### src/rtl/param_bank_loader_pkg.sv
// Shared definitions for the parameter bank loader:
// FSM state encoding and a constant clog2 helper.
package param_bank_loader_pkg;

    typedef enum logic [2:0] {
        IDLE,
        RD_REQ,
        LOAD,
        WR_REQ,
        FINISH,
        FAIL
    } state_e;

    function automatic int clog2(input int value);
        int r;
        r = 0;
        while ((1 << r) < value) r++;
        return r;
    endfunction

endpackage

### src/rtl/param_bank_loader_timeout.sv
// Ack wait counter: counts cycles spent waiting in a request
// and flags the last allowed cycle without an ack.
module ack_timeout_timer
    import param_bank_loader_pkg::*;
#(
    parameter int TIMEOUT_CYCLES = 1023
) (
    input  logic clk,
    input  logic rst,
    input  logic clear,
    input  logic enable,
    output logic expired
);

    localparam int CW = clog2(TIMEOUT_CYCLES + 1);

    logic [CW-1:0] cnt_q, cnt_d;

    assign expired = enable && (cnt_q == CW'(TIMEOUT_CYCLES - 1));

    // Count while waiting; restart whenever no request is pending.
    always_comb begin
        cnt_d = cnt_q;
        if (clear) begin
            cnt_d = '0;
        end else if (enable && !expired) begin
            cnt_d = cnt_q + 1'b1;
        end
    end

    // Counter register.
    always_ff @(posedge clk or posedge rst) begin
        if (rst) begin
            cnt_q <= '0;
        end else begin
            cnt_q <= cnt_d;
        end
    end

endmodule

### src/rtl/param_bank_loader.sv
// Copies a bank of parameter words between external storage and
// parameter cells, one request/ack handshake per word.
module param_bank_loader
    import param_bank_loader_pkg::*;
#(
    parameter int PARAM_NUM      = 8,
    parameter int PARAM_WIDTH    = 8,
    parameter int ADDR_WIDTH     = 4,
    parameter int BASE_ADDR      = 0,
    parameter int TIMEOUT_CYCLES = 1023
) (
    input  logic                             clk,
    input  logic                             rst,
    input  logic                             start_load,
    input  logic                             start_save,
    input  logic [PARAM_NUM*PARAM_WIDTH-1:0] param_values,
    output logic                             mem_rd_req,
    output logic [ADDR_WIDTH-1:0]            mem_rd_addr,
    input  logic                             mem_rd_ack,
    input  logic [PARAM_WIDTH-1:0]           mem_rd_data,
    output logic                             mem_wr_req,
    output logic [ADDR_WIDTH-1:0]            mem_wr_addr,
    output logic [PARAM_WIDTH-1:0]           mem_wr_data,
    input  logic                             mem_wr_ack,
    output logic [PARAM_NUM-1:0]             load_valid,
    output logic [PARAM_WIDTH-1:0]           load_data,
    output logic                             busy,
    output logic                             done,
    output logic                             error
);

    localparam int IW = clog2(PARAM_NUM) + 1;
    localparam int SW = PARAM_NUM * PARAM_WIDTH;

    state_e                 state_q, state_d;
    logic [IW-1:0]          idx_q, idx_d;
    logic [PARAM_WIDTH-1:0] data_q, data_d;
    logic [SW-1:0]          snap_q, snap_d;
    logic                   gap_q, gap_d;

    logic                   rd_act;
    logic                   wr_act;
    logic                   req_act;
    logic                   expired;
    logic                   last;
    logic [ADDR_WIDTH-1:0]  addr;
    logic [PARAM_WIDTH-1:0] snap_word;

    // gap_q holds write req low for the cycle after each ack.
    assign rd_act  = (state_q == RD_REQ);
    assign wr_act  = (state_q == WR_REQ) && !gap_q;
    assign req_act = rd_act || wr_act;
    assign last    = (idx_q == IW'(PARAM_NUM - 1));
    assign addr    = ADDR_WIDTH'(BASE_ADDR) + ADDR_WIDTH'(idx_q);

    // Select the snapshot word for the current index.
    always_comb begin
        snap_word = '0;
        for (int i = 0; i < PARAM_NUM; i++) begin
            if (idx_q == IW'(i)) begin
                snap_word = snap_q[i*PARAM_WIDTH +: PARAM_WIDTH];
            end
        end
    end

    ack_timeout_timer #(
        .TIMEOUT_CYCLES(TIMEOUT_CYCLES)
    ) u_timer (
        .clk    (clk),
        .rst    (rst),
        .clear  (!req_act),
        .enable (req_act),
        .expired(expired)
    );

    // State, index, captured word and snapshot registers.
    always_ff @(posedge clk or posedge rst) begin
        if (rst) begin
            state_q <= IDLE;
            idx_q   <= '0;
            data_q  <= '0;
            snap_q  <= '0;
            gap_q   <= 1'b0;
        end else begin
            state_q <= state_d;
            idx_q   <= idx_d;
            data_q  <= data_d;
            snap_q  <= snap_d;
            gap_q   <= gap_d;
        end
    end

    // Next-state logic; acks take priority over timeout expiry.
    always_comb begin
        state_d = state_q;
        idx_d   = idx_q;
        data_d  = data_q;
        snap_d  = snap_q;
        gap_d   = 1'b0;
        unique case (state_q)
            IDLE: begin
                if (start_load) begin
                    idx_d   = '0;
                    state_d = RD_REQ;
                end else if (start_save) begin
                    idx_d   = '0;
                    snap_d  = param_values;
                    state_d = WR_REQ;
                end
            end
            RD_REQ: begin
                if (mem_rd_ack) begin
                    data_d  = mem_rd_data;
                    state_d = LOAD;
                end else if (expired) begin
                    state_d = FAIL;
                end
            end
            LOAD: begin
                if (last) begin
                    state_d = FINISH;
                end else begin
                    idx_d   = idx_q + 1'b1;
                    state_d = RD_REQ;
                end
            end
            WR_REQ: begin
                if (gap_q) begin
                    state_d = WR_REQ;
                end else if (mem_wr_ack) begin
                    if (last) begin
                        state_d = FINISH;
                    end else begin
                        idx_d = idx_q + 1'b1;
                        gap_d = 1'b1;
                    end
                end else if (expired) begin
                    state_d = FAIL;
                end
            end
            FINISH:  state_d = IDLE;
            FAIL:    state_d = IDLE;
            default: state_d = IDLE;
        endcase
    end

    // Outputs decode from state only, so reset forces them all to 0.
    always_comb begin
        mem_rd_req  = rd_act;
        mem_rd_addr = rd_act ? addr : '0;
        mem_wr_req  = wr_act;
        mem_wr_addr = wr_act ? addr : '0;
        mem_wr_data = wr_act ? snap_word : '0;
        load_data   = (state_q == LOAD) ? data_q : '0;
        busy        = (state_q == RD_REQ) || (state_q == LOAD) ||
                      (state_q == WR_REQ);
        done        = (state_q == FINISH);
        error       = (state_q == FAIL);
        load_valid  = '0;
        for (int i = 0; i < PARAM_NUM; i++) begin
            load_valid[i] = (state_q == LOAD) && (idx_q == IW'(i));
        end
    end

endmodule

### config.mk
export PLATFORM = sky130hd
export DESIGN_NAME = param_bank_loader
export DESIGN_NICKNAME = d
export VERILOG_FILES = /design/src/rtl/param_bank_loader_pkg.sv /design/src/rtl/param_bank_loader_timeout.sv /design/src/rtl/param_bank_loader.sv
export SDC_FILE = /design/constraint.sdc
export NUM_CORES = 1
export LEC_CHECK = 0
export ABC_CLOCK_PERIOD_IN_PS = 2900
export BUFFER_PORTS_ARGS = -buffer_cell sky130_fd_sc_hd__buf_4
export CAP_MARGIN = 5
export CORE_ASPECT_RATIO = 2
export CORE_UTILIZATION = 48
export CTS_CLUSTER_SIZE = 25
export DETAILED_ROUTE_END_ITERATION = 10
export PLACE_DENSITY = 0.87
export SLEW_MARGIN = 20
export SYNTH_ARGS = -nofsm -noshare
export SYNTH_HDL_FRONTEND = slang
export SYNTH_SLANG_ARGS = --single-unit
### constraint.sdc
create_clock -name clk -period 2.9 [get_ports clk]
set_clock_uncertainty 0.2 [all_clocks]
set_input_delay 0.435 -clock clk [delete_from_list [all_inputs] [get_ports clk]]
set_output_delay 0.435 -clock clk [all_outputs]
set_load 0.01 [all_outputs]
* Yosys cells after proc, flatten, opt, wreduce, memory -nomap -nowiden
Cells that the tools add are included.
Operators by class: bitwise gates (word level) 1, muxes and demuxes 33, add/subtract/negate cells 2, equality and inequality tests 18, reductions and logical operators 23
Operator list (number):
- 8-bit 2-to-1 mux | 10
- 4-bit 2-to-1 mux | 7
- 3-bit 2-to-1 mux | 8
- 10-bit 2-to-1 mux | 2
- 4-bit by 3-bit == test with 1-bit output (second input constant) | 4
- 3-bit one-hot mux with 4 select lines | 1
- 4-bit one-hot mux with 3 select lines | 1
- 1-bit logical AND | 11
- 10-bit by 1-bit adder with 10-bit output (second input constant) | 1
- 10-bit == test (second input constant) | 1
- 4-bit by 2-bit == test with 1-bit output (second input constant) | 2
- 3-bit by 2-bit == test with 1-bit output (second input constant) | 2
- 3-bit == test (second input constant) | 2
- 2-bit inequality test (second input constant) | 3
- 4-bit by 1-bit adder with 4-bit output (second input constant) | 1
- 4-bit by 1-bit == test with 1-bit output (second input constant) | 1
- 4-bit zero test | 1
- 1-bit 2-to-1 mux | 4
- 4-bit inequality test (second input constant) | 1
- 2-bit AND reduction | 2
- 4-bit AND reduction | 1
- 3-bit by 1-bit == test with 1-bit output (second input constant) | 1
- 3-bit zero test | 1
- 1-bit logical OR | 3
- other kinds (5) | 6
Storage, ports and cells: bits in registers 90

* Logic depth before layout (Yosys ltp)
Gate-level depths: netlist of the first run.
word-level depth 10, depth in mapped cells 8, gate-level depth less buffers 6

* Cells and area by module
From an unflattened synthesis of the first run, not the netlist that was laid out.
Unflattened totals: cell total of the unflattened synthesis 405, area, all modules 4723.3 um^2
Modules (own cells, without submodules):
- param_bank_loader | instances 1, cells each 344, area an instance 4160.2 um^2
- ack_timeout_timer | instances 1, cells each 61, area an instance 563.0 um^2

* Least setup slack after synthesis of the first run
OpenSTA, ideal clock, no wires.
kind register to output, start point reg idx_q[0], end point out mem_wr_data[0], cell stages (with the launch flop) 8, arrival time 1.804 ns, required time 2.265 ns, path slack 0.461 ns, path buffers 2, cell sequence dfrtp_1 inv_1 ha_1 buf_2 clkbuf_1 a221oi_1 a21oi_1 a221oi_1
Between the ends: cells in the longest elaborated chain, start to end 10, elaborated cells on any way between the ends 17, those cells by class eq/ne (7); mux (9); reduce/logical (1)
Ends and longest elaborated chain:
- start, declared | line param_bank_loader.sv:36 | logic [IW-1:0] idx_q, idx_d;
- start signal, assigned | line param_bank_loader.sv:86 | idx_q <= idx_d;
- 4-bit zero test | line param_bank_loader.sv:60 | if (idx_q == IW'(i)) begin
- 8-bit 2-to-1 mux (7 in series) | line param_bank_loader.sv:60
- 8-bit 2-to-1 mux (*) | line param_bank_loader.sv:60
- 8-bit 2-to-1 mux (*) | line param_bank_loader.sv:153 | mem_wr_data = wr_act ? snap_word : '0;
- end, declared | line param_bank_loader.sv:23 | output logic [PARAM_WIDTH-1:0] mem_wr_data,
Mark *: on every way between the ends. The rest lies on a longest branch, timed or not.

* Worst setup path after layout of the first run
start point reg idx_q[0], end point out mem_wr_data[6]
Same word-level chain as after synthesis.

==> results of run 1 <==
logic make-up after synthesis:
logic type,after synthesis,synth area share [%]
buffers and inverters,48,5.18
XOR/XNOR,5,0.939
multiplexers,72,17.4
flip-flops,90,48.3
AO/OA/AOI/OAI,84,12.7
AND/OR/NAND/NOR,119,13.8
adder cells (fa/ha/maj),6,1.61
registers in the layout, indices dropped and copies added, names as in the netlist:
name,flops
snap_q,64
u_timer.cnt_q,10
data_q,8
idx_q,4
state_q,3
gap_q,1
cell usage after synthesis, types with 2 or more instances:
cell                       instances
sky130_fd_sc_hd__nor4_1            3
sky130_fd_sc_hd__ha_1              6
sky130_fd_sc_hd__nor2b_1           7
sky130_fd_sc_hd__buf_2             7
sky130_fd_sc_hd__o21ai_0          11
sky130_fd_sc_hd__and2_1           11
sky130_fd_sc_hd__buf_6             7
sky130_fd_sc_hd__inv_1            18
sky130_fd_sc_hd__dfrtp_1          90
sky130_fd_sc_hd__nand2_1          13
sky130_fd_sc_hd__nand4_1           4
sky130_fd_sc_hd__a221o_1           8
sky130_fd_sc_hd__a21oi_1          24
sky130_fd_sc_hd__nor2_1           26
sky130_fd_sc_hd__and3_1           13
sky130_fd_sc_hd__a311oi_1          2
sky130_fd_sc_hd__o211ai_1          4
sky130_fd_sc_hd__xnor2_1           4
sky130_fd_sc_hd__clkbuf_1         15
sky130_fd_sc_hd__a22oi_1           8
sky130_fd_sc_hd__nand2b_1          8
sky130_fd_sc_hd__a221oi_1         15
sky130_fd_sc_hd__a31oi_1           4
sky130_fd_sc_hd__nand3_1          15
sky130_fd_sc_hd__nor3_1            8
sky130_fd_sc_hd__and4_1            2
sky130_fd_sc_hd__mux2_2           72
layer usage:
layer | part of all wire [%] | vias to the layer above | wire (um) | track usage (%)
met5 | 0 | - | 0 | 0
met4 | 4.6 | 0 | 577 | 15.5
met3 | 3.9 | 41 | 493 | 4.26
met2 | 57 | 133 | 7070 | 45.5
met1 | 35 | 1909 | 4340 | 28.5
li1 | - | 1767 | - | -
power by group:
part / leakage, nW / switching (mW) / internal (mW) / total, mW
Clock: 0.144 / 0.517 / 0.681 / 1.20
Combinational: 1.57 / 1.39 / 1.39 / 2.77
Sequential: 1.11 / 0.437 / 1.82 / 2.26
Total: 2.83 / 2.34 / 3.89 / 6.23
final timing paths:
path	start	endpoint	slack (ns)	cells after the start
max	idx_q[0]	mem_wr_data[6]	0.07	7
min	rst	u_timer.cnt_q[7]	-0.009	3
min reg2reg	data_q[7]	data_q[7]	0.30	1
min in group clk	param_values[45]	snap_q[45]	0.12	2
max in group asynchronous	rst	idx_q[1]	2.09	3
max reg2reg	state_q[1]	data_q[4]	0.87	4
critical path, delay by kind of cell, from the launching register on:
family / cells / cell delay (ns)
AOI/OAI and AO/OA: 2 / 0.22
adders and majority gates: 1 / 0.20
buffers and inverters: 3 / 0.50
DFF: 1 / 0.43
and+or+nand+nor: 1 / 0.48
final cells by class:
type / instances / area (um^2) / area share (%)
clock buffers: 10 / 229 / 3.76
repair buffers: 131 / 1040 / 17.0
clock inverters: 6 / 72.6 / 1.19
multi-input cells: 286 / 2290 / 37.7
flip-flops and latches: 90 / 2250 / 37.0
well taps: 104 / 130 / 2.14
inverters: 18 / 71.3 / 1.17
placed cells by master, fill, tap and decap left out, types with 13 or more instances in the layout:
cell type and instances:
sky130_fd_sc_hd__mux2_2 72, sky130_fd_sc_hd__and3_1 13, sky130_fd_sc_hd__inv_1 15, sky130_fd_sc_hd__buf_4 126
sky130_fd_sc_hd__dfrtp_1 89, sky130_fd_sc_hd__nand2_1 13, sky130_fd_sc_hd__nor2_1 25, sky130_fd_sc_hd__nand3_1 14
sky130_fd_sc_hd__a21oi_1 24
what timing repair did:
| item | 4_1_cts | 5_1_grt |
|---|---|---|
| endpoints found under the setup margin | 8 | 8 |
| pin swaps | 0 | 1 |
| hold endpoints to repair | 0 | 0 |
| resized for setup | 10 | 17 |
per-stage QoR:
stage	area (um^2)	util (%)	hold WS [ns]	worst slack (ns)
after floorplan	4670	-	0.263	0.461
after global placement	5660	60.3	0.282	0.272
after detailed placement	5660	60.3	0.287	0.205
after CTS	6000	63.9	0.0444	-0.00219
after global routing	6090	64.9	0.0617	-0.0405
final	6090	64.9	-0.00893	0.0707
==> flow_summary.ini, run 1 <==
[status]
outcome = complete, but fails checks
violations = negative hold slack

[synth]
synth.avg_cell_area_um2 = 11.0
synth_area_um2 = 4660
synth.top_cells.by_area = sky130_fd_sc_hd__dfrtp_1, sky130_fd_sc_hd__mux2_2, sky130_fd_sc_hd__a221oi_1
net_count_after_synthesis = 508
synth.ff_latch_count = 90
async_flop_share_pct = 100
synth.yosys.seq_area_share_pct = 48.3
yosys_warnings = 0
ys_dominant_reg_cell = sky130_fd_sc_hd__dfrtp_1
syn_inst_count = 424
yosysUniqueCellTypes = 46
synth_top_area_share_pct = 48.3
synth_enable_flop_cells = 0
synth_top_cell_by_area = sky130_fd_sc_hd__dfrtp_1

[detailed_routing]
remaining_drc_errors = 0
detail_route.wirelength_um = 12500
via_count = 3850
vias_per_cell = 5.97
drt-wirelength-per-cell_um = 19.4
drtAntennaViolNets = 0
drtIter0Drc = 241
first_pass_iters = 4

[timing]
setup_viol_count_final = 0
hold_violations = 3
worst_slew_pin_slew_ns = 0.697
slew_viol_final = 0
timing.setup.tns_ns = 0
fin_crit_ns = 2.83
rel_slew_slack_pct = 53.4
fin_worst_hold_slack_ns = -0.00893
max_freq_ghz = 0.353
rsz0062_at_grt = yes
finalCritPeriodShare_pct = 97.6

[critical_path]
critPathKind = reg -> out
path_max_fanout = 16
worstPathCellList = inv_2 > ha_4 > buf_4 > a221oi_1 > or4_1 > a21oi_1 > buf_4
critPathArrivalTime_ns = 2.19
cp_common_cell = sky130_fd_sc_hd__buf_4
cp_data_required_time_ns = 2.27
startpoint_type = register
crit_path_top_delay_cell = sky130_fd_sc_hd__or4_1
critical_path_sink_type = primary output
crit_path_max_incr_delay_ns = 0.48

[floorplanning]
floorplan.initialDensity_pct = 49.7
die_w_um = 71.7
die_outline_area_um2 = 10100
core.rowCount = 50
die_h_um = 141
core_region_area_um2 = 9380
boundaryPins = 115

[clock_network]
post_cts_clock_slew_at_the_launch_and_capture_registers_of_the_worst_setup_and_hold_paths_ns = 0.07
clock_sink_count = 90
numCtsBuffers = 9
cts-htree-levels = 3
postCtsSetupBuffers = 0
number_of_buffers_inserted_by_hold_repair_at_cts = 0
cts_tree = yes
clockBufferDepth = 2
clock-root-buffer = sky130_fd_sc_hd__clkbuf_16
clk_latency_ns = 0.35

[grt]
grt_start_max_net_pins = 91
first_global_vias = 4104
grt_usage_pct = 25.8
grt-ovfl-total = 0
grt_pass1_wl_um = 19900
initial_antenna_violation_count = 0

[place]
placed_cells_incl_taps = 629
io_buffer_count = 114
routabilityCongestion = 0.873
detailed_place_hpwl_um = 9330

[power_and_ir_drop]
pd_cells_nw_per_um2 = 1020
p_leak_nw = 2.83
post-layout-total-power_mw = 6.23
ir_worst_vdd_mv = 0.598

[cells_and_area]
layout-drive-gt1-share_pct = 45.3
fin_nets = 620
final_std_cells_w_o_fill = 645
num_antenna_cells = 0
num-fill-cells = 747
area_growth_syn_to_layout_pct = 30.6

[job]
max_cap_violations = 0

[hold_path]
hold_path_class = in -> async
Note: power is estimated with default switching activity, not from simulation.
==> run 2, diff against run 1 <==
--- a/config.mk
+++ b/config.mk
@@ -9,10 +9,11 @@
 export BUFFER_PORTS_ARGS = -buffer_cell sky130_fd_sc_hd__buf_4
 export CAP_MARGIN = 5
 export CORE_ASPECT_RATIO = 2
-export CORE_UTILIZATION = 48
+export CORE_UTILIZATION = 50
+export CTS_BUF_LIST = sky130_fd_sc_hd__clkbuf_8
 export CTS_CLUSTER_SIZE = 25
 export DETAILED_ROUTE_END_ITERATION = 10
-export PLACE_DENSITY = 0.87
+export PLACE_DENSITY = 0.9
 export SLEW_MARGIN = 20
 export SYNTH_ARGS = -nofsm -noshare
 export SYNTH_HDL_FRONTEND = slang
==> flow_summary.ini, run 2 (synthesis gave the netlist of run 1 again) <==
[status]
outcome = finished, final reports clean

[cells_and_area]
largestRegisters = snap_q (64), u_timer.cnt_q (10), data_q (8)
num-fill-cells = 688
final_design_area_no_fill_um2 = 5960
final_cell_mix = sky130_fd_sc_hd__buf_4, sky130_fd_sc_hd__dfrtp_1, sky130_fd_sc_hd__mux2_2
layout.cells.most_common = sky130_fd_sc_hd__buf_4
layout-drive-gt1-share_pct = 44.4
largest_register = snap_q
final_std_cells_w_o_fill = 649
largest_register_ff_count = 64
area_growth_syn_to_layout_pct = 27.8
num_antenna_cells = 0
fin_nets = 626

[place]
io_buffer_count = 114
pre_cts_ws_ns = 0.106
placement.cell_area_um2 = 5620
routabilityCongestion = 0.892
placed_cells_incl_taps = 628
detailed_place_hpwl_um = 9190

[power_and_ir_drop]
pd_cells_nw_per_um2 = 975
post-layout-total-power_mw = 5.81
ir_worst_vdd_mv = 0.691
p_leak_nw = 2.80

[floorplanning]
core_region_area_um2 = 9010
die_outline_area_um2 = 9740
die_w_um = 70.3
core.rowCount = 49
die_h_um = 139
boundaryPins = 115
floorplan.initialDensity_pct = 51.7

[grt]
grt_usage_pct = 26.5
grt-ovfl-total = 0
grt_start_max_net_pins = 60
first_global_vias = 3983
initial_antenna_violation_count = 0
grt_pass1_wl_um = 20100

[critical_path]
r2r_end = idx_q[2]
timing.rr.start = state_q[1]
critical_path_sink_type = primary output
startpoint_type = register
critPathArrivalTime_ns = 2.20
crit_path_start = idx_q[0]
critPathKind = reg -> out
worst-r2r-setup-slack_ns = 0.86
path_max_fanout = 8
cp_data_required_time_ns = 2.27
r2r.worst_path.cells = 5

[clock_network]
clk_latency_ns = 0.35
cts-htree-levels = 3
post_cts_clock_slew_at_the_launch_and_capture_registers_of_the_worst_setup_and_hold_paths_ns = 0.08
clock_sink_count = 90
numCtsBuffers = 9
clockBufferDepth = 2
cts_tree = yes
clock-root-buffer = sky130_fd_sc_hd__clkbuf_8

[hold_path]
worst_hold_path.num_cells = 2
worst_hold_startpoint = mem_rd_data[1]
timing.hold.worst_endpoint = data_q[1]
hold_path_class = in -> reg

[detailed_routing]
detail_route.wirelength_um = 12500
drt-wirelength-per-cell_um = 19.3
via_count = 3956
drtAntennaViolNets = 0
remaining_drc_errors = 0
vias_per_cell = 6.10
drtIter0Drc = 529
first_pass_iters = 5

[timing]
setup_slack_ns = 0.0615
timing.setup.tns_ns = 0
setup_viol_count_final = 0
worst_slew_pin_slew_ns = 0.697
rel_slew_slack_pct = 53.4
finalCritPeriodShare_pct = 97.9
fin_crit_ns = 2.84
hold_violations = 0
max_freq_ghz = 0.352
slew_viol_final = 0

[job]
max_cap_violations = 0
==> run 2: cell types whose count changed in the layout (fill, tap and decap cells not counted), moves of 2 or more <==
cell,change
sky130_fd_sc_hd__buf_4,+7
sky130_fd_sc_hd__a221oi_2,-3
sky130_fd_sc_hd__inv_6,-4
sky130_fd_sc_hd__clkbuf_8,+9
sky130_fd_sc_hd__buf_12,-2
sky130_fd_sc_hd__clkinv_2,+2
sky130_fd_sc_hd__clkbuf_16,-9
sky130_fd_sc_hd__a221oi_1,+4
sky130_fd_sc_hd__inv_1,+4
==> run 2: stage by stage <==
step                      hold slack (ns)  utilization, %
after detailed placement            0.288            62.4
after global routing                0.103            66.1
after floorplan                     0.263               -
after CTS                          0.0937            65.0
after global placement              0.283            62.4
final                               0.105            66.1
==> run 2: power by group <==
part	leakage, nW	internal [mW]	switching, mW
Clock	0.108	0.384	0.417
Combinational	1.58	1.39	1.34
Sequential	1.11	1.82	0.464
==> run 2: what timing repair did <==
action,4_1_cts,5_1_grt
setup endpoints to repair,8,8
gates resized for setup,9,17
buffers inserted,1,3
hold buffers,1,0
pin swaps,0,4
hold endpoints to repair,11,0
==> run 2: area by class of cell <==
class | count | area (um^2) | share of cell area, %
sequential | 90 | 2250 | 37.8
clock inverter | 7 | 55.1 | 0.924
multi-input combinational | 286 | 2260 | 38.0
clock buffer | 9 | 124 | 2.08
tap | 102 | 128 | 2.14
timing repair buffer | 137 | 1060 | 17.8
inverter | 18 | 73.8 | 1.24
==> run 2: worst max-delay path, stage by stage, from the launching register on <==
cell and delay, ns:
sky130_fd_sc_hd__dfrtp_2 0.46, sky130_fd_sc_hd__ha_1 0.32, sky130_fd_sc_hd__buf_4 0.20, sky130_fd_sc_hd__or4_1 0.49, sky130_fd_sc_hd__a21oi_1 0.20, sky130_fd_sc_hd__buf_4 0.16
==> run 2: per-layer routing <==
layer	up-vias	global-route usage, %	share of wire (%)
li1	1784	-	-
met1	1941	29.3	34
met2	193	47.4	56
met3	38	3.56	4.8
met4	0	14.9	4.6
met5	-	0	0
==> run 2: worst max path at each step <==
| stage | depth (start not counted) | slack, ns | to |
|---|---|---|---|
| detailed placement | 8 | 0.11 | mem_wr_data[4] |
| CTS | 8 | 0.003 | mem_wr_data[3] |
| floorplan | 7 | 0.46 | mem_wr_data[0] |
| finish | 5 | 0.06 | mem_wr_data[6] |
| global route | 5 | -0.02 | mem_wr_data[0] |
| global placement | 8 | 0.21 | mem_wr_data[7] |
==> run 3, diff against run 2 <==
--- a/config.mk
+++ b/config.mk
@@ -5,7 +5,7 @@
 export SDC_FILE = /design/constraint.sdc
 export NUM_CORES = 1
 export LEC_CHECK = 0
-export ABC_CLOCK_PERIOD_IN_PS = 2900
+export ABC_CLOCK_PERIOD_IN_PS = 2800
 export BUFFER_PORTS_ARGS = -buffer_cell sky130_fd_sc_hd__buf_4
 export CAP_MARGIN = 5
 export CORE_ASPECT_RATIO = 2
@@ -13,7 +13,7 @@
 export CTS_BUF_LIST = sky130_fd_sc_hd__clkbuf_8
 export CTS_CLUSTER_SIZE = 25
 export DETAILED_ROUTE_END_ITERATION = 10
-export PLACE_DENSITY = 0.9
+export PLACE_DENSITY = 0.87
 export SLEW_MARGIN = 20
 export SYNTH_ARGS = -nofsm -noshare
 export SYNTH_HDL_FRONTEND = slang
==> constraint.sdc (replaced) <==
create_clock -name clk -period 2.8 [get_ports clk]
set_clock_uncertainty 0.2 [all_clocks]
set_input_delay 0.42 -clock clk [delete_from_list [all_inputs] [get_ports clk]]
set_output_delay 0.42 -clock clk [all_outputs]
set_load 0.01 [all_outputs]
==> flow_summary.ini, run 3 (synthesis gave the netlist of run 1 again) <==
[status]
outcome = finished, final reports clean

[place]
placed_cells_incl_taps = 628
routabilityCongestion = 0.941
detailed_place_hpwl_um = 9460
io_buffer_count = 114

[grt]
first_global_vias = 4181
grt_pass1_wl_um = 20500
grt_start_max_net_pins = 91
grt-ovfl-total = 0
initial_antenna_violation_count = 0
grt_usage_pct = 27.5

[floorplanning]
die_outline_area_um2 = 9740
die_h_um = 139
die_w_um = 70.3
core.rowCount = 49
core_region_area_um2 = 9010
boundaryPins = 115
floorplan.initialDensity_pct = 51.7

[timing]
rel_slew_slack_pct = 59.5
slew_viol_final = 0
fin_crit_ns = 2.80
max_freq_ghz = 0.358
setup_viol_count_final = 0
worst_slew_pin_slew_ns = 0.602
rsz0062_at_grt = yes
hold_violations = 0
finalCritPeriodShare_pct = 99.9

[cells_and_area]
utilization_pct = 67.1
layout.cells.most_common = sky130_fd_sc_hd__buf_4
largest_register_ff_count = 64
fin_nets = 627
layout-drive-gt1-share_pct = 46.4
final_cell_mix = sky130_fd_sc_hd__buf_4, sky130_fd_sc_hd__dfrtp_1, sky130_fd_sc_hd__mux2_2
num_antenna_cells = 0
largest_register = snap_q
area_growth_syn_to_layout_pct = 29.7
largestRegisters = snap_q (64), u_timer.cnt_q (10), data_q (8)
final_std_cells_w_o_fill = 650

[critical_path]
cp_data_required_time_ns = 2.18
critPathKind = reg -> out
critical_path_sink_type = primary output
crit_path_start = idx_q[0]
timing.rr.start = state_q[0]
path_max_fanout = 9
startpoint_type = register
critPathArrivalTime_ns = 2.18

[hold_path]
hold_path_class = in -> reg
worst_hold_startpoint = param_values[23]

[clock_network]
cts_tree = yes
clockBufferDepth = 2
clk_latency_ns = 0.37
clock-root-buffer = sky130_fd_sc_hd__clkbuf_8
cts-htree-levels = 3
numCtsBuffers = 9
post_cts_clock_slew_at_the_launch_and_capture_registers_of_the_worst_setup_and_hold_paths_ns = 0.09
clock_sink_count = 90

[power_and_ir_drop]
pd_cells_nw_per_um2 = 1030
p_leak_nw = 2.82
ir_worst_vdd_mv = 0.575

[job]
max_cap_violations = 0

[detailed_routing]
first_pass_iters = 5
vias_per_cell = 6.12
via_count = 3977
detail_route.wirelength_um = 13000
remaining_drc_errors = 0
drtAntennaViolNets = 0
drtIter0Drc = 293
drt-wirelength-per-cell_um = 20.0
[run 3: changes by cell type in the layout (fill, tap and decap cells not counted), moves of 2 or more]
cell | previous run | this run
sky130_fd_sc_hd__buf_6 | 1 | 3
sky130_fd_sc_hd__nand3_2 | 2 | 7
sky130_fd_sc_hd__buf_4 | 133 | 130
sky130_fd_sc_hd__nand3_1 | 14 | 9
sky130_fd_sc_hd__clkinv_4 | 0 | 2
sky130_fd_sc_hd__inv_1 | 19 | 15
[run 3: worst paths after layout]
path	endpoint	slack, ns	cells after the start
max	mem_wr_data[6]	0.004	7
min reg2reg	data_q[7]	0.31	1
min in group asynchronous	snap_q[26]	0.53	4
max in group asynchronous	snap_q[20]	1.48	4
max reg2reg	data_q[2]	0.57	5
min	snap_q[23]	0.08	2
[run 3: layout make-up]
| type | count | area [um^2] |
|---|---|---|
| Clock buffer | 9 | 124 |
| Clock inverter | 7 | 70.1 |
| Tap cell | 102 | 128 |
| Multi-Input combinational cell | 286 | 2310 |
| Fill cell | 675 | 2960 |
| Sequential cell | 90 | 2250 |
| Inverter | 18 | 71.3 |
| Timing Repair Buffer | 138 | 1090 |
[run 3: worst max-delay path, cell delays in order, from the launching register on]
cell and delay (ns):
sky130_fd_sc_hd__dfrtp_1 0.43, sky130_fd_sc_hd__buf_4 0.16, sky130_fd_sc_hd__ha_4 0.19, sky130_fd_sc_hd__buf_12 0.14, sky130_fd_sc_hd__a221o_1 0.29, sky130_fd_sc_hd__a311o_1 0.33, sky130_fd_sc_hd__a21oi_2 0.14, sky130_fd_sc_hd__buf_4 0.14
[run 3: what timing repair did]
item                                   CTS  global route
pin swaps                                8            13
endpoints found under the hold margin   17             0
resized for setup                       23            13
buffers inserted                         2             3
setup endpoints to repair                8             9
hold buffers                             1             0
[run 3: layer usage]
| metal | wire length, um | part of all wire [%] | GRT usage (%) |
|---|---|---|---|
| met5 | 0 | 0 | 0 |
| met4 | 807 | 6.2 | 18.3 |
| met3 | 618 | 4.7 | 5.01 |
| met2 | 7380 | 57 | 50.2 |
| met1 | 4220 | 32 | 27.4 |
[run 3: stage by stage]
step / hold slack (ns) / TNS [ns] / cell area (um^2) / worst slack [ns] / power, mW
final: 0.0782 / 0 / 6050 / 0.00365 / 6.20
after global routing: 0.0646 / -0.592 / 6050 / -0.114 / 6.55
after CTS: 0.0642 / -0.0163 / 5970 / -0.0163 / 6.04
after detailed placement: 0.288 / 0 / 5640 / 0.148 / 4.96
after global placement: 0.280 / 0 / 5640 / 0.218 / 4.84
after floorplan: 0.263 / 0 / 4670 / 0.376 / 3.97
[run 3: report_power, final]
part / total (mW) / switching [mW] / internal (mW)
clock network: 0.867 / 0.456 / 0.410
registers: 2.34 / 0.465 / 1.88
logic: 2.99 / 1.49 / 1.50
total: 6.20 / 2.41 / 3.79
